$ cat config.mk
export PLATFORM = sky130hd
export DESIGN_NAME = decoder_index_sequencer
export DESIGN_NICKNAME = d
export VERILOG_FILES = /design/src/rtl/decoder_index_sequencer.sv
export SDC_FILE = /design/constraint.sdc
export NUM_CORES = 1
export LEC_CHECK = 0
export BUFFER_PORTS_ARGS = -buffer_cell sky130_fd_sc_hd__clkbuf_2
export CAP_MARGIN = 40
export CORE_ASPECT_RATIO = 0.7
export CORE_MARGIN = 3
export CORE_UTILIZATION = 30
export DETAILED_ROUTE_END_ITERATION = 7
export GPL_TIMING_DRIVEN = 1
export PLACE_DENSITY = 0.46
export RECOVER_POWER = 100
export SLEW_MARGIN = 20
export SYNTH_ARGS = -nofsm -noshare
export SYNTH_HDL_FRONTEND = slang
export SYNTH_SLANG_ARGS = --single-unit
$ cat constraint.sdc
create_clock -name clk -period 2.92 [get_ports clk]
set_clock_uncertainty 0.2 [all_clocks]
set_input_delay 0.146 -clock clk [delete_from_list [all_inputs] [get_ports clk]]
set_output_delay 0.146 -clock clk [all_outputs]
set_load 0.01 [all_outputs]
$ cat src/rtl/decoder_index_sequencer.sv
// Channel-index sequencer feeding the 2-to-4 decoder: walks the unmasked channels
// in ascending order, holding each for dwell+1 cycles, in auto-scan or single-sweep mode.
module decoder_index_sequencer #(
  parameter int DWELL_W = 8,
  parameter int IDX_W   = 2
) (
  input  logic               clk,
  input  logic               rst_n,
  input  logic               en,
  input  logic               mode,
  input  logic               start,
  input  logic [DWELL_W-1:0] dwell,
  input  logic [3:0]         skip_mask,
  output logic [IDX_W-1:0]   sel,
  output logic               sel_valid,
  output logic               busy,
  output logic               wrap,
  output logic               done,
  output logic               err
);

  localparam logic [0:0] IDLE = 1'b0;
  localparam logic [0:0] RUN  = 1'b1;

  logic [0:0]         state_q, state_d;
  logic [IDX_W-1:0]   sel_q, sel_d;
  logic [DWELL_W-1:0] dwellCnt_q, dwellCnt_d;
  logic               selValid_q, selValid_d;
  logic               busy_q, busy_d;
  logic               wrap_q, wrap_d;
  logic               done_q, done_d;
  logic               err_q, err_d;

  logic [IDX_W-1:0]   firstIdx;
  logic [IDX_W-1:0]   nextIdx;
  logic [IDX_W-1:0]   cand;
  logic               nextWraps;
  logic               allMasked;
  logic               runReq;
  logic               autoAbort;

  // Priority searches: the smallest offset wins, so later loop passes override earlier ones.
  always_comb begin
    firstIdx = '0;
    for (int i = 3; i >= 0; i--) begin
      if (!skip_mask[i]) firstIdx = IDX_W'(i);
    end
    nextIdx = sel_q;
    cand    = sel_q;
    for (int k = 3; k >= 1; k--) begin
      cand = sel_q + IDX_W'(k);
      if (!skip_mask[cand]) nextIdx = cand;
    end
    nextWraps = (nextIdx <= sel_q);
  end

  assign allMasked = &skip_mask;
  assign runReq    = mode ? start : en;
  assign autoAbort = ~mode & ~en;

  always_comb begin
    state_d    = state_q;
    sel_d      = sel_q;
    dwellCnt_d = dwellCnt_q;
    selValid_d = selValid_q;
    busy_d     = busy_q;
    wrap_d     = 1'b0;
    done_d     = 1'b0;
    err_d      = 1'b0;
    case (state_q)
      IDLE: begin
        if (runReq) begin
          if (allMasked) begin
            err_d = 1'b1;
          end else begin
            state_d    = RUN;
            sel_d      = firstIdx;
            dwellCnt_d = dwell;
            selValid_d = 1'b1;
            busy_d     = 1'b1;
          end
        end
      end
      RUN: begin
        if (autoAbort) begin
          state_d    = IDLE;
          selValid_d = 1'b0;
          busy_d     = 1'b0;
        end else if (dwellCnt_q != '0) begin
          dwellCnt_d = dwellCnt_q - DWELL_W'(1);
        end else if (allMasked) begin
          state_d    = IDLE;
          selValid_d = 1'b0;
          busy_d     = 1'b0;
          err_d      = 1'b1;
        end else if (nextWraps && mode) begin
          // A single sweep ends instead of wrapping; sel keeps the last channel.
          state_d    = IDLE;
          selValid_d = 1'b0;
          busy_d     = 1'b0;
          done_d     = 1'b1;
        end else begin
          sel_d      = nextIdx;
          dwellCnt_d = dwell;
          wrap_d     = nextWraps;
        end
      end
      default: begin
        state_d    = IDLE;
        selValid_d = 1'b0;
        busy_d     = 1'b0;
      end
    endcase
  end

  always_ff @(posedge clk or negedge rst_n) begin
    if (!rst_n) begin
      state_q    <= IDLE;
      sel_q      <= '0;
      dwellCnt_q <= '0;
      selValid_q <= 1'b0;
      busy_q     <= 1'b0;
      wrap_q     <= 1'b0;
      done_q     <= 1'b0;
      err_q      <= 1'b0;
    end else begin
      state_q    <= state_d;
      sel_q      <= sel_d;
      dwellCnt_q <= dwellCnt_d;
      selValid_q <= selValid_d;
      busy_q     <= busy_d;
      wrap_q     <= wrap_d;
      done_q     <= done_d;
      err_q      <= err_d;
    end
  end

  assign sel       = sel_q;
  assign sel_valid = selValid_q;
  assign busy      = busy_q;
  assign wrap      = wrap_q;
  assign done      = done_q;
  assign err       = err_q;

endmodule

==> impl_results.md, run 1 <==
- Outcome: completed
- Port Buf Inserts: 23
- Worst path required time: 2.89 ns
- Io pins: 24
- Slew HR: 42.5%
- Largest stage delay on the critical path: between 0.4 and 0.5 ns
- Sequential fraction of the synthesis area: 35.6%
- Hpwl dp: 2.01 mm
- GR met2 Demand/Resource: 18.4%
- Final Max Slew Viols: 0
- Num Clock Sinks: 15
- Grt total ovfl: 0
- H-tree depth reported by CTS: 1
- DRT antenna net count: 0
- Post-DR vias/cell: 5.07
- Share of layout cells above drive strength 1: approximately 23%
- CP max FO: 18
- Worst Reg2Reg Path Length in Cells: 9
- 1st-pass router iterations: 4
- Cell Chain, Critical Path: or2_2 > nand2_1 > a21oi_1 > ha_1 > nor2b_1 > o21ai_2 > o211ai_4 > o21ai_0 > a22oi_2
- CTS tree: done
- Row count: 17
- WL/cell: 13.7 um
- Post-synth EDFFs: 0
- Asr flop ratio synth: 100%
- Inst Count DP: 189
- Die Y: around 56 um
- Final hold slack: 0.0162 ns
- # hold bufs at CTS: 4
- Global Route Usage Sum: a little over an eighth
- Final hold vios: 0
- Worst hold path class: in -> reg
- Leading post-synthesis cells by cell area: dfrtp_1 (36%), a21oi_1 (7.1%), ha_1 (4.8%)
- Synthesis-to-layout area growth: 21.1%
- Initial antenna violation count: 0
- Initial core utilization: 32.4%
- Maximum capacitance violations: 0
- Worst endpoint data arrival time: 2.63 ns
- Gate Count Post-Synth: 121
- Worst-path clk slew: approximately 0.060 ns
- GR Layer Usage met1: 21.1%
- Fin util: between 30% and 40%
- Final setup TNS: 0 ns
- Initial drt markers: 56
- Worst path depth: 9
- Finished Cell Area: around 1300 sq um
- CTS root buffer: clkbuf_8
- Final period util: between 90% and 100%
- Yosys reg bits: 15
- GP Congestion: 0.785
- Global-route wire length before repair: roughly 4.7 mm
- Die Area: 4270 sq um
- Vias in the first global route: slightly below 1k
- Most frequent cells after synthesis: a21oi_1 (15), dfrtp_1 (15), nand2_1 (13), nand3_1 (9), o21ai_0 (9)
- Pin count of the biggest net entering global routing: 19
- Setup crit end kind: register
- Filler cell count: approximately 340
- Vias: 999
- Drc violations: 0
- Largest delay share family, worst path: compound AO/OA/AOI/OAI gates
- N_diodes: 0
- Busiest grt layer: met1
- Final worst path period need: 2.66 ns
- RSZ-0062 raised after global routing: false
- Die width: 76.8 um
- Hold depth: 3
- Dominant cell type by area after synthesis: dfrtp_1
- Worst-Skew Late Latency: 0.24 ns
- Post-Route WL: 2.70 mm
- Core area: 3250 sq um
- Post-CTS resize count: 0
- Synthesized Nets: 142
- PwrDens: 946 nW/um^2
- Critical path class: reg -> reg
- Total area of sequential cells: 375 sq um
- Worst Max-Slew Pin Slew: 0.863 ns
- Footprint of the multi-input gates: between 600 and 700 sq um
- Setup Fix Bufs, Post-CTS: 0
- F_max: ~380 MHz
- Ys flop type: dfrtp_1
- Syn_area_per_cell: 8.71 sq um
- Post-synth cell types: 39
- Worst vdd ir: 0.376 mV
- Non-Filler Instances: 197
- Final net count: 172
- Leak: 0.000590 uW
- Clk buf depth: 2
- CP bufs+invs: 0
- Area after DPL: around 1200 sq um
- Synth Warn #: 0
- TritonCTS Buffers: 3
- Finish-stage setup viols: 0
- CP max stage cell: o211ai_4
- Cell Area, Synth: 1050 sq um
- Crit start category: register
- Met3 Usage GRT: 4.21%
- Synth top area share: approximately 36%
[final timing paths]
check / startpoint / endpoint / slack, ns
max in group asynchronous: rst_n / dwellCnt_q[3]$_DFFE_PN0P_ / 1.65
worst min register to register: dwellCnt_q[7]$_DFFE_PN0P_ / dwellCnt_q[7]$_DFFE_PN0P_ / 0.36
worst min-delay path: dwell[4] / dwellCnt_q[4]$_DFFE_PN0P_ / 0.02
worst max register to register: sel[0]$_DFFE_PN0P_ / dwellCnt_q[7]$_DFFE_PN0P_ / 0.26
min in group asynchronous: rst_n / busy$_DFFE_PN0P_ / 0.34
worst max-delay path: sel[0]$_DFFE_PN0P_ / dwellCnt_q[7]$_DFFE_PN0P_ / 0.26
[worst reg2reg max path, delay by kind of cell (launching register included)]
family | cells | cell delay [ns]
AND/OR/NAND/NOR | 3 | 0.59
adder cells (fa/ha/maj) | 1 | 0.32
AO/OA/AOI/OAI | 5 | 1.05
flip-flops | 1 | 0.44
[layer usage]
metal | wire, um | share of wire [%] | vias up
met5 | 0 | 0 | -
met4 | 12 | 0.44 | 0
met3 | 142 | 5.3 | 2
met2 | 1040 | 39 | 34
met1 | 1500 | 56 | 454
li1 | - | - | 509
[cells in the final DEF (no fill, tap or decap), types with 2 or more instances in the layout]
| cell type | instances |
|---|---|
| o211ai_1 | 2 |
| nand4_1 | 3 |
| clkbuf_8 | 3 |
| clkbuf_1 | 8 |
| a21oi_1 | 15 |
| nand3_1 | 9 |
| nor3b_1 | 2 |
| inv_1 | 8 |
| nor2_1 | 5 |
| dlygate4sd3_1 | 4 |
| buf_4 | 2 |
| nor3_1 | 3 |
| dfrtp_1 | 15 |
| a211oi_1 | 2 |
| ha_1 | 4 |
| mux2_2 | 2 |
| o21ai_0 | 11 |
| nand2_1 | 13 |
| nand2b_1 | 2 |
| clkbuf_2 | 15 |
| or3_4 | 2 |
[through the flow]
| stage | total power (uW) | setup slack [ns] |
|---|---|---|
| global route | 1340 | 0.0155 |
| CTS | 1240 | 0.243 |
| global placement | 1040 | 0.382 |
| detailed placement | 1060 | 0.260 |
| floorplan | 906 | 0.524 |
| finish | 1210 | 0.257 |
[state kept, by name (all words and copies together) (netlist names)]
signal,flops
wrap,1
sel,2
busy,1
err,1
dwellCnt_q,8
state_q,1
done,1
[where the power goes]
part	leakage [uW]	switching [uW]	internal, uW	total, uW
Combinational	0.000386	367	263	630
Sequential	0.000179	117	293	410
Clock	0.0000255	72.1	94.3	166
Total	0.000590	556	651	1210
[cell families (layout without fill, tap and decap cells)]
group	Yosys count	after routing	share of synthesized area [%]
and+or+nand+nor	46	46	25.1
muxes	3	3	3.09
AOI/OAI and AO/OA	41	41	25.4
DFF	15	15	35.6
buffers and inverters	12	41	6.06
adders and majority gates	4	4	4.75
[area by class of cell]
class                   instances  area share [%]
multi-input cells              94            47.5
flip-flops and latches         15            29.4
repair buffers                 29            12.5
well taps                      47            4.61
clock buffers                   3            3.24
inverters                       8            2.35
clock inverters                 1           0.392
(Power assumes the default switching activity.)
==> inputs of run 2 (changes only) <==
--- a/config.mk
+++ b/config.mk
@@ -8,13 +8,11 @@
 export BUFFER_PORTS_ARGS = -buffer_cell sky130_fd_sc_hd__clkbuf_2
 export CAP_MARGIN = 40
 export CORE_ASPECT_RATIO = 0.7
-export CORE_MARGIN = 3
 export CORE_UTILIZATION = 30
 export DETAILED_ROUTE_END_ITERATION = 7
 export GPL_TIMING_DRIVEN = 1
 export PLACE_DENSITY = 0.46
 export RECOVER_POWER = 100
-export SLEW_MARGIN = 20
 export SYNTH_ARGS = -nofsm -noshare
 export SYNTH_HDL_FRONTEND = slang
 export SYNTH_SLANG_ARGS = --single-unit
==> impl_results.md, run 2 (synthesis gave the netlist of run 1 again) <==
- F_max: 369 MHz (-1.8%)
- Vias: 1008 (+0.90%)
- Cell Chain, Critical Path: or2_2 > nand2_1 > a21oi_1 > ha_1 > nor2b_1 > o21ai_2 > o211ai_4 > o21ai_0 > a22oi_2
- Worst path required time: 2.90 ns (about the same)
- Final period util: 92.8% (+1.6 points)
- Setup Fix Bufs, Post-CTS: 0 (unchanged)
- Pin count of the biggest net entering global routing: 19 (unchanged)
- Clk buf depth: 2 (unchanged)
- Die Y: 51.6 um (-7.2%)
- Die Area: 3760 sq um (-12%)
- Final Max Slew Viols: 0 (unchanged)
- Final net count: 173 (+0.58%)
- Total area of sequential cells: 375 sq um (unchanged)
- WL/cell: 13.5 um (-1.2%)
- DRT antenna net count: 0 (unchanged)
- Finish-stage setup viols: 0 (unchanged)
- 1st-pass router iterations: 4 (unchanged)
- N_diodes: 0 (unchanged)
- Synthesis-to-layout area growth: 22.3%
- Row count: 17 (unchanged)
- Post-Route M1 WL: 1.40 mm (-6.7%)
- Initial core utilization: 32.4% (unchanged)
- # hold bufs at CTS: 4 (unchanged)
- CP bufs+invs: 0 (unchanged)
- Worst-path clk slew: 0.06 ns (about the same)
- Slew HR: 44.5% (+2.0 points)
- Final hold slack: 0.0230 ns (+0.00685 ns)
- Top sig layer: met4
- Global Route Usage Sum: 15.5% (+2.0 points)
- Worst endpoint data arrival time: 2.69 ns (+0.06 ns)
- Most frequent cells in the layout: a21oi_1 (15), dfrtp_1 (15), clkbuf_2 (15)
- TritonCTS Buffers: 3 (unchanged)
- Gate power share: 53.1% (+0.9 points)
- Final hold vios: 0 (unchanged)
- Filler cell count: 348 (+2.7%)
- Port Buf Inserts: 23 (unchanged)
- CTS tree: done
- Leak: 0.000594 uW (+0.65%)
- Psw: 575 uW (+3.5%)
- Worst Max-Slew Pin Slew: 0.833 ns (-0.0303 ns)
- Largest stage delay on the critical path: 0.48 ns (about the same)
- Met3 routed WL: 174 um (+23%)
- Final setup TNS: 0 ns (unchanged)
- Switching Share: 46.8% (+0.72 points)
- Final worst path period need: 2.71 ns (+0.0482 ns)
- Footprint of the multi-input gates: 614 sq um (+1.4%)
- Post-DR vias/cell: 5.09 (+0.39%)
- Fin util: 39.6% (+0.38 points)
- CP max stage cell: o211ai_4
- Clk pwr share: 13.9% (about the same)
- Max reg flops: 8 (unchanged)
- Finished Cell Area: 1290 sq um (+0.98%)
- Io pins: 24 (unchanged)
- Setup crit end kind: register
- Area after DPL: 1220 sq um (+0.62%)
- Outcome: completed
- Worst vdd ir: 0.286 mV (-24%)
- CP max FO: 18 (unchanged)
- Post-Route WL: 2.68 mm (-0.70%)
- CTS root buffer: clkbuf_8
- Crit start category: register
- Worst hold path class: in -> reg
- GP Congestion: 0.750 (-4.5%)
- Core area: 3250 sq um (unchanged)
- Post-CTS resize count: 0 (unchanged)
- Internal Power: 654 uW (+0.51%)
- H-tree depth reported by CTS: 1 (unchanged)
- Routed wl met2: 1.10 mm (+5.3%)
- Grt total ovfl: 0 (unchanged)
- PwrDens: 954 nW/um^2 (+0.88%)
- Die width: 72.8 um (-5.2%)
- Hpwl dp: 1.94 mm (-3.2%)
- Initial antenna violation count: 0 (unchanged)
- Initial drt markers: 66 (+18%)
- Global-route wire length before repair: 4.35 mm (-7.5%)
- Share of layout cells above drive strength 1: 22.5% (-0.15 points)
- Largest delay share family, worst path: compound AO/OA/AOI/OAI gates
- Largest register by flop count: dwellCnt_q
- Drc violations: 0 (unchanged)
- Critical path class: reg -> reg
- Flop pwr share: 33.0% (-1.0 points)
- RSZ-0062 raised after global routing: false
- Maximum capacitance violations: 0 (unchanged)
- Vias in the first global route: 922 (-4.5%)
- Worst-Skew Late Latency: 0.25 ns (about the same)
- Num Clock Sinks: 15 (unchanged)
## run 2: power groups by stage
stage	clock network, uW	registers (uW)	logic [uW]
floorplan	0	392	515
global placement	0	403	646
detailed placement	0	405	656
CTS	178	402	661
global route	188	420	732
finish	171	406	653
## run 2: final cells by class
cell class	count	area share, %
tap	47	4.56
multi-input combinational	94	47.7
sequential	15	29.1
timing repair buffer	30	12.7
clock buffer	3	3.20
inverter	8	2.33
clock inverter	1	0.388
## run 2: worst paths after layout
| check | from | to | slack [ns] | depth (start not counted) |
|---|---|---|---|---|
| worst max-delay path | sel[0]$_DFFE_PN0P_ | dwellCnt_q[7]$_DFFE_PN0P_ | 0.21 | 9 |
| worst min-delay path | dwell[4] | dwellCnt_q[4]$_DFFE_PN0P_ | 0.02 | 3 |
| worst max register to register | sel[0]$_DFFE_PN0P_ | dwellCnt_q[7]$_DFFE_PN0P_ | 0.21 | 9 |
| worst min register to register | dwellCnt_q[7]$_DFFE_PN0P_ | dwellCnt_q[7]$_DFFE_PN0P_ | 0.35 | 2 |
| max in group asynchronous | rst_n | dwellCnt_q[3]$_DFFE_PN0P_ | 1.69 | 2 |
| min in group asynchronous | rst_n | busy$_DFFE_PN0P_ | 0.31 | 2 |
## run 2: metal layers
| layer | vias to the layer above | global-route usage, % |
|---|---|---|
| li1 | 502 | - |
| met1 | 466 | 22.3 |
| met2 | 38 | 21.8 |
| met3 | 2 | 5.04 |
| met4 | 0 | 4.90 |
| met5 | - | 0 |
## run 2: metrics by stage
step / setup WS [ns] / std cells / total power (uW)
after detailed placement: 0.278 / 190 / 1060
after floorplan: 0.524 / 121 / 906
final: 0.209 / 198 / 1230
after global routing: 0.0761 / 198 / 1340
after global placement: 0.376 / 190 / 1050
after CTS: 0.253 / 198 / 1240
## run 2: worst register-to-register path: stages, from the launching register on
cell      delay [ns]
dfrtp_1         0.44
or2_2           0.31
nand2_1         0.06
a21oi_1         0.08
ha_1            0.33
nor2b_1         0.22
o21ai_2         0.13
o211ai_4        0.48
o21ai_0         0.22
a22oi_2         0.15
